`src/rtl/seq_mul_unit_if.sv`:
```
// seq_mul_unit_if
// Handshake and data bundle for the sequential multiplier.
//   start     : request to begin a multiply, sampled on the rising clock edge
//   is_signed : 1 = two's-complement operands, 0 = unsigned (sampled with start)
//   data1     : multiplicand, WIDTH bits (sampled with start)
//   data2     : multiplier, WIDTH bits (sampled with start)
//   busy      : high while an operation is running
//   done      : one-cycle pulse, result valid in the same cycle
//   result    : registered 2*WIDTH-bit product, held until the next completion
// master drives the request side, slave is the multiplier itself.
interface seq_mul_unit_if #(
    parameter int WIDTH = 8
);
    logic                   start;
    logic                   is_signed;
    logic [WIDTH-1:0]       data1;
    logic [WIDTH-1:0]       data2;
    logic                   busy;
    logic                   done;
    logic [2*WIDTH-1:0]     result;

    modport master (
        output start, is_signed, data1, data2,
        input  busy, done, result
    );

    modport slave (
        input  start, is_signed, data1, data2,
        output busy, done, result
    );
endinterface

```
`src/rtl/seq_mul_unit.sv`:
```
// seq_mul_unit
// Shift-and-add multiplier, one multiplier bit per clock, sign handled by
// multiplying magnitudes and negating the product at the end.
// Ports:
//   clk : sole clock, rising edge
//   rst : asynchronous active-high reset
//   bus : seq_mul_unit_if.slave (start/is_signed/data1/data2 in,
//         busy/done/result out)
// Parameter WIDTH: operand width, 2..32.
// Optional macro SEQ_MUL_EARLY_EXIT_EN: leave RUN as soon as the remaining
// multiplier bits are all zero (shorter latency, identical results).
module seq_mul_unit #(
    parameter int WIDTH = 8
) (
    input  logic               clk,
    input  logic               rst,
    seq_mul_unit_if.slave      bus
);
    localparam int CW = $clog2(WIDTH + 1);

    localparam logic [1:0] IDLE = 2'd0;
    localparam logic [1:0] RUN  = 2'd1;
    localparam logic [1:0] FIN  = 2'd2;

    logic [1:0]           state;
    logic [2*WIDTH-1:0]   mcand;
    logic [2*WIDTH-1:0]   acc;
    logic [2*WIDTH-1:0]   result;
    logic [WIDTH-1:0]     mplier;
    logic [CW-1:0]        count;
    logic                 neg;

    logic [WIDTH-1:0]     mag1;
    logic [WIDTH-1:0]     mag2;
    logic                 neg_in;
    logic                 run_exit;

    // Operand magnitudes. Negating the most negative value wraps to
    // 2^(WIDTH-1), which is exactly the right unsigned magnitude.
    always_comb begin
        mag1   = bus.data1;
        mag2   = bus.data2;
        neg_in = 1'b0;
        if (bus.is_signed) begin
            if (bus.data1[WIDTH-1]) mag1 = -bus.data1;
            if (bus.data2[WIDTH-1]) mag2 = -bus.data2;
            neg_in = bus.data1[WIDTH-1] ^ bus.data2[WIDTH-1];
        end
    end

`ifdef SEQ_MUL_EARLY_EXIT_EN
    // Once no multiplier bits remain, further iterations would add nothing.
    assign run_exit = (count == '0) || (mplier == '0);
`else
    assign run_exit = (count == '0);
`endif

    always_ff @(posedge clk or posedge rst) begin
        if (rst) begin
            state  <= IDLE;
            mcand  <= '0;
            acc    <= '0;
            result <= '0;
            mplier <= '0;
            count  <= '0;
            neg    <= 1'b0;
        end else begin
            case (state)
                // FIN accepts a new request just like IDLE, for back-to-back use.
                IDLE, FIN: begin
                    if (bus.start) begin
                        mcand  <= {{WIDTH{1'b0}}, mag1};
                        mplier <= mag2;
                        neg    <= neg_in;
                        acc    <= '0;
                        count  <= CW'(WIDTH);
                        state  <= RUN;
                    end else begin
                        state  <= IDLE;
                    end
                end
                RUN: begin
                    if (run_exit) begin
                        result <= neg ? -acc : acc;
                        state  <= FIN;
                    end else begin
                        if (mplier[0]) acc <= acc + mcand;
                        mcand  <= mcand << 1;
                        mplier <= mplier >> 1;
                        count  <= count - 1'b1;
                    end
                end
                default: state <= IDLE;
            endcase
        end
    end

    assign bus.busy   = (state == RUN);
    assign bus.done   = (state == FIN);
    assign bus.result = result;
endmodule

```
`src/flat_wrapper.sv`:
```
// flat-port wrapper written by rule: the top's interface ports become plain ports
module seq_mul_unit_flat 
#(
    parameter int WIDTH = 8
)
  (clk, rst, bus_start, bus_is_signed, bus_data1, bus_data2, bus_busy, bus_done, bus_result);
  seq_mul_unit_if #(.WIDTH(WIDTH)) bus_i ();
  input  logic clk;
  input  logic rst;
  input wire logic [$bits(bus_i.start)-1:0] bus_start;
  input wire logic [$bits(bus_i.is_signed)-1:0] bus_is_signed;
  input wire logic [$bits(bus_i.data1)-1:0] bus_data1;
  input wire logic [$bits(bus_i.data2)-1:0] bus_data2;
  output wire logic [$bits(bus_i.busy)-1:0] bus_busy;
  output wire logic [$bits(bus_i.done)-1:0] bus_done;
  output wire logic [$bits(bus_i.result)-1:0] bus_result;
  assign bus_i.start = bus_start;
  assign bus_i.is_signed = bus_is_signed;
  assign bus_i.data1 = bus_data1;
  assign bus_i.data2 = bus_data2;
  assign bus_busy = bus_i.busy;
  assign bus_done = bus_i.done;
  assign bus_result = bus_i.result;
  seq_mul_unit #(.WIDTH(WIDTH)) u_core (.clk(clk), .rst(rst), .bus(bus_i));
endmodule
```
`config.mk`:
```
export PLATFORM = sky130hd
export DESIGN_NAME = seq_mul_unit_flat
export DESIGN_NICKNAME = d
export VERILOG_FILES = /design/src/rtl/seq_mul_unit_if.sv /design/src/rtl/seq_mul_unit.sv /design/src/flat_wrapper.sv
export SDC_FILE = /design/constraint.sdc
export NUM_CORES = 1
export LEC_CHECK = 0
export BUFFER_PORTS_ARGS = -buffer_cell sky130_fd_sc_hd__buf_2
export CAP_MARGIN = 20
export CORE_AREA = 2 2 89 91
export DETAILED_ROUTE_END_ITERATION = 12
export DIE_AREA = 0 0 91 93
export PLACE_DENSITY = 0.7
export SYNTH_ARGS = -nofsm -noshare
export SYNTH_HDL_FRONTEND = slang
export SYNTH_SLANG_ARGS = --single-unit
```
`constraint.sdc`:
```
create_clock -name clk -period 6.1 [get_ports clk]
set_input_delay 0.305 -clock clk [delete_from_list [all_inputs] [get_ports clk]]
set_output_delay 0.305 -clock clk [all_outputs]
set_load 0.03 [all_outputs]
```
; Word-level counts from Yosys, hierarchy flattened
; Cells that the tools add are included.
[word_totals]
elab_cells = 49
ff_bits = 63
out_inout_bits = 18
[op_classes]
n_addsub = 5
n_reduce_logical = 8
mux = 22
bitwise_logic = 1
n_eq_ne = 6
[ops]
columns = op, n
row1 = $mux 16, 6
row2 = $pmux 16 s2, 2
row3 = $mux 8, 6
row4 = $add 16x16->16, 1
row5 = $neg 16->16, 1
row6 = $neg 8->8, 2
row7 = $pmux 8 s2, 1
row8 = $mux 4, 2
row9 = $pmux 4 s2, 1
row10 = $logic_not 4->1, 1
row11 = $ne 2x1->1 const B, 2
row12 = $ne 2x2->1 const B, 2
row13 = $pmux 2 s2, 1
row14 = $reduce_and 2->1, 2
row15 = $reduce_and 4->1, 1
row16 = $sub 4x1->4 const B, 1
row17 = $reduce_and 3->1, 1
row18 = $eq 2x1->1 const B, 1
row19 = $eq 2x2->1 const B, 1
row20 = $logic_not 2->1, 1
row21 = $mux 1, 2
row22 = $mux 2, 1
row23 = $reduce_bool 2->1, 1
row24 = $reduce_or 2->1, 1
row25 = $xor 1x1->1, 1

; Longest topological paths before layout
; Gate-level depths: netlist (run 1).
[depth]
word_depth = 5
ltp_mapped = 9

; Worst setup path after synthesis (run 1)
; No wires, ideal clock.
[synth_timing]
kind = flip-flop to flip-flop
startpoint = register u_core.acc[0]
endpoint = register u_core.acc[14]
path_slack_ns = 3.935
path_buffers = 0
t_arrival_ns = 2.079
synth_period_minus_slack_ns = 2.165
path_stages_with_launch = 10
setup_ns = 0.087
path_cell_list = dfrtp_1 ha_1 inv_1 fa_1 nor2b_1 o2111ai_1 a21oi_1 or4_1 o21a_1 o211ai_1
[synth_via]
elab_chain_cells = 4
[synth_lines]
columns = element, line_no
row1 = from (decl), seq_mul_unit.sv:27  ; logic [2*WIDTH-1:0] acc;
row2 = from (signal assigned), seq_mul_unit.sv:87  ; if (mplier[0]) acc <= acc + mcand;
row3 = $add 16x16->16, seq_mul_unit.sv:87
row4 = $mux 16, seq_mul_unit.sv:87
row5 = $mux 16, seq_mul_unit.sv:83  ; if (run_exit) begin
row6 = $pmux 16 s2, seq_mul_unit.sv:68  ; case (state)
; No other way between the ends. The select of a mux whose other input is x is not followed.
; A chain may end at the register's enable or synchronous reset.

; Worst setup path after layout (run 1)
[layout_timing]
startpoint = register u_core.state[1]
endpoint = register u_core.result[11], in the netlist u_core.bus.result[11]
[layout_via]
elab_chain_cells = 2
[layout_lines]
columns = element, line_no
row1 = from (decl), seq_mul_unit.sv:25  ; logic [1:0] state;
row2 = from (signal assigned), seq_mul_unit.sv:60  ; state <= IDLE;
row3 = from (signal assigned), seq_mul_unit.sv:77  ; state <= RUN;
row4 = from (signal assigned), seq_mul_unit.sv:79  ; state <= IDLE;
row5 = $eq 2x1->1, seq_mul_unit.sv:68
row6 = $reduce_and 2->1 (no source line), -
row7 = to (signal assigned), seq_mul_unit.sv:84  ; result <= neg ? -acc : acc;
row8 = to (decl), seq_mul_unit.sv:28  ; logic [2*WIDTH-1:0] result;
; No other way between the ends.

==> impl_metrics.toml, run 1 <==
[timing]
drv_slew = 0
fin_crit_sh_pct = 43.3
worst_pin_slew_ns = 0.912
finalHoldViolCount = 0
rsz0062_at_grt = "false"
setup_slack_ns = 3.46
fmax_ghz = 0.379
period_minus_slack_ns = 2.64
setup_violations = 0
slew_headroom_pct = 39.1
tns_ns = 0
finClkSkew_ns = 0.0117

[placement]
place_worst_setup_slack_ns = 3.45
place_congestion = 0.841
portBuffers = 37
detailed_place_hpwl_mm = 5.90

[drt]
ant_nets = 0
initialDrtViolationCount = 115
drcViolationCount = 0
wirelength_mm = 7.94
dr.pass1.iters = 4
vias_per_cell = 5.46
vias = 3235
wl_per_cell_um = 13.4

[clock_tree]
cts_tree = "built"
clk_latency_ns = 0.34
htree_levels = 3
postCtsSetupBuffers = 0
ctsHoldBuffers = 0
root_buffer = "clkbuf_8"
clockBufferDepth = 2
postCtsResizedCells = 0
cts_buffers = 9
clk_pin_slew_ns = 0.07
cts.sink_count = 63

[grt]
grt_pass1_vias = 3169
antenna_found_initial = 0
grt_pass1_wl_mm = 14.1
grt_max_degree = 64
track_usage_pct = 20.6
overflow = 0

[flow_run]
drv_cap = 0

[logic_synthesis]
synth_area_um2 = 3810
yosysMostFrequentCell = "nand2_1"
synth_cells = 451
syn_nets = 492
synth_common_cells = "nand2_1 (92), dfrtp_1 (63), o21ai_0 (58), a21oi_1 (34), nor2_1 (25)"
yosysUniqueCellTypes = 47
synth_edf_count = 0
synth-seq-area-share_pct = 41.4
synth_seq_cells = 63
async_flop_share_pct = 100
syn_area_per_cell_um2 = 8.44
synth_top_area_share_pct = 41.4
synth_flop_cell = "dfrtp_1"
yosysTopAreaCell = "dfrtp_1"
ys_warn_count = 0
synthTopCellsByArea = "dfrtp_1 (41%), nand2_1 (9.1%), o21ai_0 (7.6%), ha_1 (6.6%), a21oi_1 (4.5%)"

[worst_setup_path]
path_max_fanout = 33
end_kind = "flip-flop"
critical_path_class = "reg2reg"
crit_required_ns = 6.28
worst_ep_arrival_time_ns = 2.82
start_kind = "flip-flop"
worst-r2r-cell-count = 5

[final_layout]
fin_nets = 526
multi_input_area_um2 = 2100
fill_cells = 714
drive_gt1_share_pct = 12.9
num_antenna_cells = 0
area_delta_synth_final_pct = 12.2
regArea_um2 = 1580

[power_and_ir_drop]
p_per_area_nw_per_um2 = 492
power.leakage_nw = 2.03
irDropWorstVdd_uv = 290

[floorplanning]
die_w_um = 91
num_rows = 32
die_area_um2 = 8460
start_util_pct = 50.6
core_area_um2 = 7530
die_h_um = 93
ios = 38

[hold_path]
worstHoldPathType = "in2async"

[run_status]
status = "completed"
-- layer usage --
layer / global-route usage [%] / share of wire, %
met5: 0 / 0
met4: 7.70 / 1.6
met3: 4.43 / 3.8
met2: 37.4 / 49
met1: 24.0 / 45
-- through the flow --
stage | instance area, µm² | hold WS [ns] | total power (W) | cells | util [%]
6_report | 4270 | 0.178 | 0.00210 | 592 | 56.8
5_1_grt | 4270 | 0.248 | 0.00230 | 592 | 56.8
4_1_cts | 4260 | 0.209 | 0.00210 | 591 | 56.6
2_1_floorplan | 3810 | 0.438 | 0.00151 | 451 | -
3_5_place_dp | 4070 | 0.465 | 0.00174 | 575 | 54.1
3_3_place_gp | 4070 | 0.458 | 0.00171 | 575 | 54.1
-- placed cells by master (no fill, tap or decap), types with 2 or more instances in the layout --
cell type  instances
a21boi_0           4
a21o_1             3
a21oi_1           34
a31oi_1            3
and2_1             2
buf_2             37
clkbuf_1           2
clkbuf_8          10
clkinv_2           3
dfrtp_1           63
ha_1              20
inv_1             17
mux2i_1            2
nand2_1           92
nand2b_1           4
nand3_1           14
nor2_1            24
nor2b_1            5
nor3_1             7
nor4_1             3
o2111ai_1          2
o211ai_1           6
o21ai_0           58
o21ai_1            2
o31ai_1            6
or2_2              3
or3_1              8
xnor2_1           13
xor2_1            19
-- report_power, final --
part / switching, W / internal [W] / total, W
Sequential: 0.000148 / 0.000576 / 0.000724
Clock: 0.000155 / 0.000198 / 0.000353
Combinational: 0.000644 / 0.000380 / 0.00102
Total: 0.000948 / 0.00115 / 0.00210
-- kinds of logic after synthesis --
kind of cell | share of synthesized area [%]
buffers and inverters | 3.42
xor gates and xnor gates | 7.36
muxes | 0.526
DFF | 41.4
and+or+nand+nor | 19.7
AOI/OAI and AO/OA | 20.5
adders and majority gates | 7.10
-- area by class of cell --
type | count | share of cell area (%)
clock inverter | 4 | 1.05
tap | 102 | 2.99
multi-input combinational | 354 | 49.2
sequential | 63 | 36.9
timing repair buffer | 39 | 4.86
clock buffer | 12 | 3.40
inverter | 18 | 1.58
-- flip-flops by register name (all words and copies together) (netlist names) --
signal / count
u_core.neg: 1
u_core.mcand: 16
u_core.mplier: 8
u_core.bus.result: 16
u_core.state: 2
u_core.count: 4
u_core.acc: 16
-- final timing paths --
kind | start | endpoint | slack (ns)
hold reg to reg | u_core.bus.result[6] | u_core.bus.result[6] | 0.47
setup / recovery | u_core.state[1] | u_core.bus.result[11] | 3.46
hold / removal | rst | u_core.count[2] | 0.18
setup reg to reg | u_core.state[1] | u_core.bus.result[11] | 3.46
max in group asynchronous | rst | u_core.acc[2] | 5.39
min in group clk | bus_is_signed | u_core.neg | 0.27
-- worst max-delay path, cell delays in order, from the launching register on --
cell and delay [ns]:
dfrtp_1 0.37, nand2b_1 0.24, inv_1 0.69, nand2_1 0.79
nand2_1 0.27, o21ai_0 0.11
(Power assumes the default switching activity.)
==> inputs of run 2 (changes only) <==
clock period = 2.7 ns   (was 6.1 ns; I/O delays follow)
==> run 2 against run 1 <==
Net effect: routed wire length grew 0.21%; count of clock-buffer cells in the layout did not move; utilization is 0.17 points lower; die area stayed put; clock power up 85%; critical path type unchanged.
==> impl_metrics.toml, run 2 (same netlist as run 1, synthesis figures left out) <==
[timing]
slew_headroom_pct = 39.4
rsz0062_at_grt = "false"
fmax_ghz = 0.419
tns_ns = 0
setup_slack_ns = 0.311
period_minus_slack_ns = 2.39
finalHoldViolCount = 0
fin_crit_sh_pct = 88.5
drv_slew = 0
finClkSkew_ns = 0.0112
worst_pin_slew_ns = 0.907
setup_violations = 0

[floorplanning]
num_rows = 32
core_area_um2 = 7530
die_w_um = 91
start_util_pct = 50.6
die_h_um = 93
die_area_um2 = 8460
ios = 38

[worst_setup_path]
path_buf_inv = 1
slowest_stage = "or4_1"
worst_ep_arrival_time_ns = 2.63
start_kind = "flip-flop"
crit_chain = "ha_1 -> inv_1 -> fa_1 -> nor2b_1 -> o2111ai_1 -> a21oi_1 -> or4_1 -> o21a_1 -> o211ai_1"
path_max_fanout = 5
crit_required_ns = 2.94
cp_slowest_stage_delay_ns = 0.51
critical_path_class = "reg2reg"
cpLargestDelayFamily = "compound AO/OA/AOI/OAI gates"
end_kind = "flip-flop"

[grt]
overflow = 0
grt_max_degree = 34
grt_pass1_wl_mm = 13.8
grt_pass1_vias = 3049
track_usage_pct = 20.5
antenna_found_initial = 0

[final_layout]
fin_cells = 595
num_antenna_cells = 0
fin_nets = 531
reg_top3 = "u_core.acc x16, u_core.bus.result x16, u_core.mcand x16"
area_delta_synth_final_pct = 11.9
layout.cells.most_common = "nand2_1"
utilization_pct = 56.6
drive_gt1_share_pct = 13.0
most-common-layout-cells = "nand2_1 (92), dfrtp_1 (63), o21ai_0 (58), buf_2 (37), a21oi_1 (34)"

[drt]
wirelength_mm = 7.95
wl_per_cell_um = 13.4
drcViolationCount = 0
ant_nets = 0
vias = 3244
dr.pass1.iters = 4
vias_per_cell = 5.45
initialDrtViolationCount = 160

[power_and_ir_drop]
clockPowerShare_pct = 14.0
finalPower_w = 0.00465
power_switching_w = 0.00215
irDropWorstVdd_uv = 793
p_per_area_nw_per_um2 = 1090
power.leakage_nw = 2.02
combPwrFrac_pct = 50.8
intPower_w = 0.00251
p_sw_share_pct = 46.1
power_frac_seq_pct = 35.1

[clock_tree]
cts_buffers = 9
clk_pin_slew_ns = 0.06
cts.sink_count = 63
root_buffer = "clkbuf_8"
htree_levels = 3
postCtsResizedCells = 0
cts_tree = "built"
clk_latency_ns = 0.33
clockBufferDepth = 2

[flow_run]
drv_cap = 0

[run_status]
status = "completed"

[hold_path]
worstHoldPathType = "in2reg"

[placement]
place_worst_setup_slack_ns = 0.340
portBuffers = 37
place_congestion = 0.901
place_inst = 580
detailed_place_hpwl_mm = 6.08
-- run 2: worst paths after layout --
| check | from | to | slack [ns] | cells after the start |
|---|---|---|---|---|
| setup reg to reg | u_core.acc[0] | u_core.acc[14] | 0.31 | 9 |
| setup / recovery | u_core.acc[0] | u_core.acc[14] | 0.31 | 9 |
| hold / removal | bus_is_signed | u_core.neg | 0.1 | 3 |
| hold reg to reg | u_core.bus.result[5] | u_core.bus.result[5] | 0.47 | 2 |
| max in group asynchronous | rst | u_core.acc[4] | 1.62 | 4 |
| min in group asynchronous | rst | u_core.acc[13] | 0.38 | 3 |
-- run 2: per-layer routing --
| layer | up-vias | wire length, µm | track usage [%] |
|---|---|---|---|
| li1 | 1647 | - | - |
| met1 | 1512 | 3660 | 24.9 |
| met2 | 72 | 3750 | 35.7 |
| met3 | 13 | 400 | 4.19 |
| met4 | 0 | 142 | 8.33 |
| met5 | - | 0 | 0 |
-- run 2: power groups by stage --
stage                     clock (W)  sequential (W)  combinational, W
after floorplan                   0         0.00172           0.00170
after global placement            0         0.00164           0.00231
after detailed placement          0         0.00165           0.00238
after CTS                  0.000667         0.00164           0.00238
after global routing       0.000717         0.00169           0.00268
final                      0.000654         0.00164           0.00236
-- run 2: worst min-delay path, cell delays in order --
cell	delay (ns)
buf_2	0.14
nand3_1	0.07
nand2_1	0.05
-- run 2: metrics by stage --
step                      hold slack [ns]  instance area, µm²
after floorplan                     0.268                3810
after global placement              0.191                4110
after detailed placement            0.198                4110
after CTS                          0.0950                4260
after global routing                0.109                4260
final                              0.0996                4260
-- run 2: repair_timing --
| item | in CTS | in global routing |
|---|---|---|
| setup buffers | 0 | 0 |
| hold buffers | 1 | 0 |
| endpoints found under the hold margin | 22 | 0 |
-- run 2: area by class of cell --
type | count | area (µm²)
inverter | 18 | 67.6
sequential | 63 | 1580
clock buffer | 12 | 135
multi-input combinational | 354 | 2100
fill | 718 | 3270
clock inverter | 2 | 10.0
timing repair buffer | 44 | 240
tap | 102 | 128
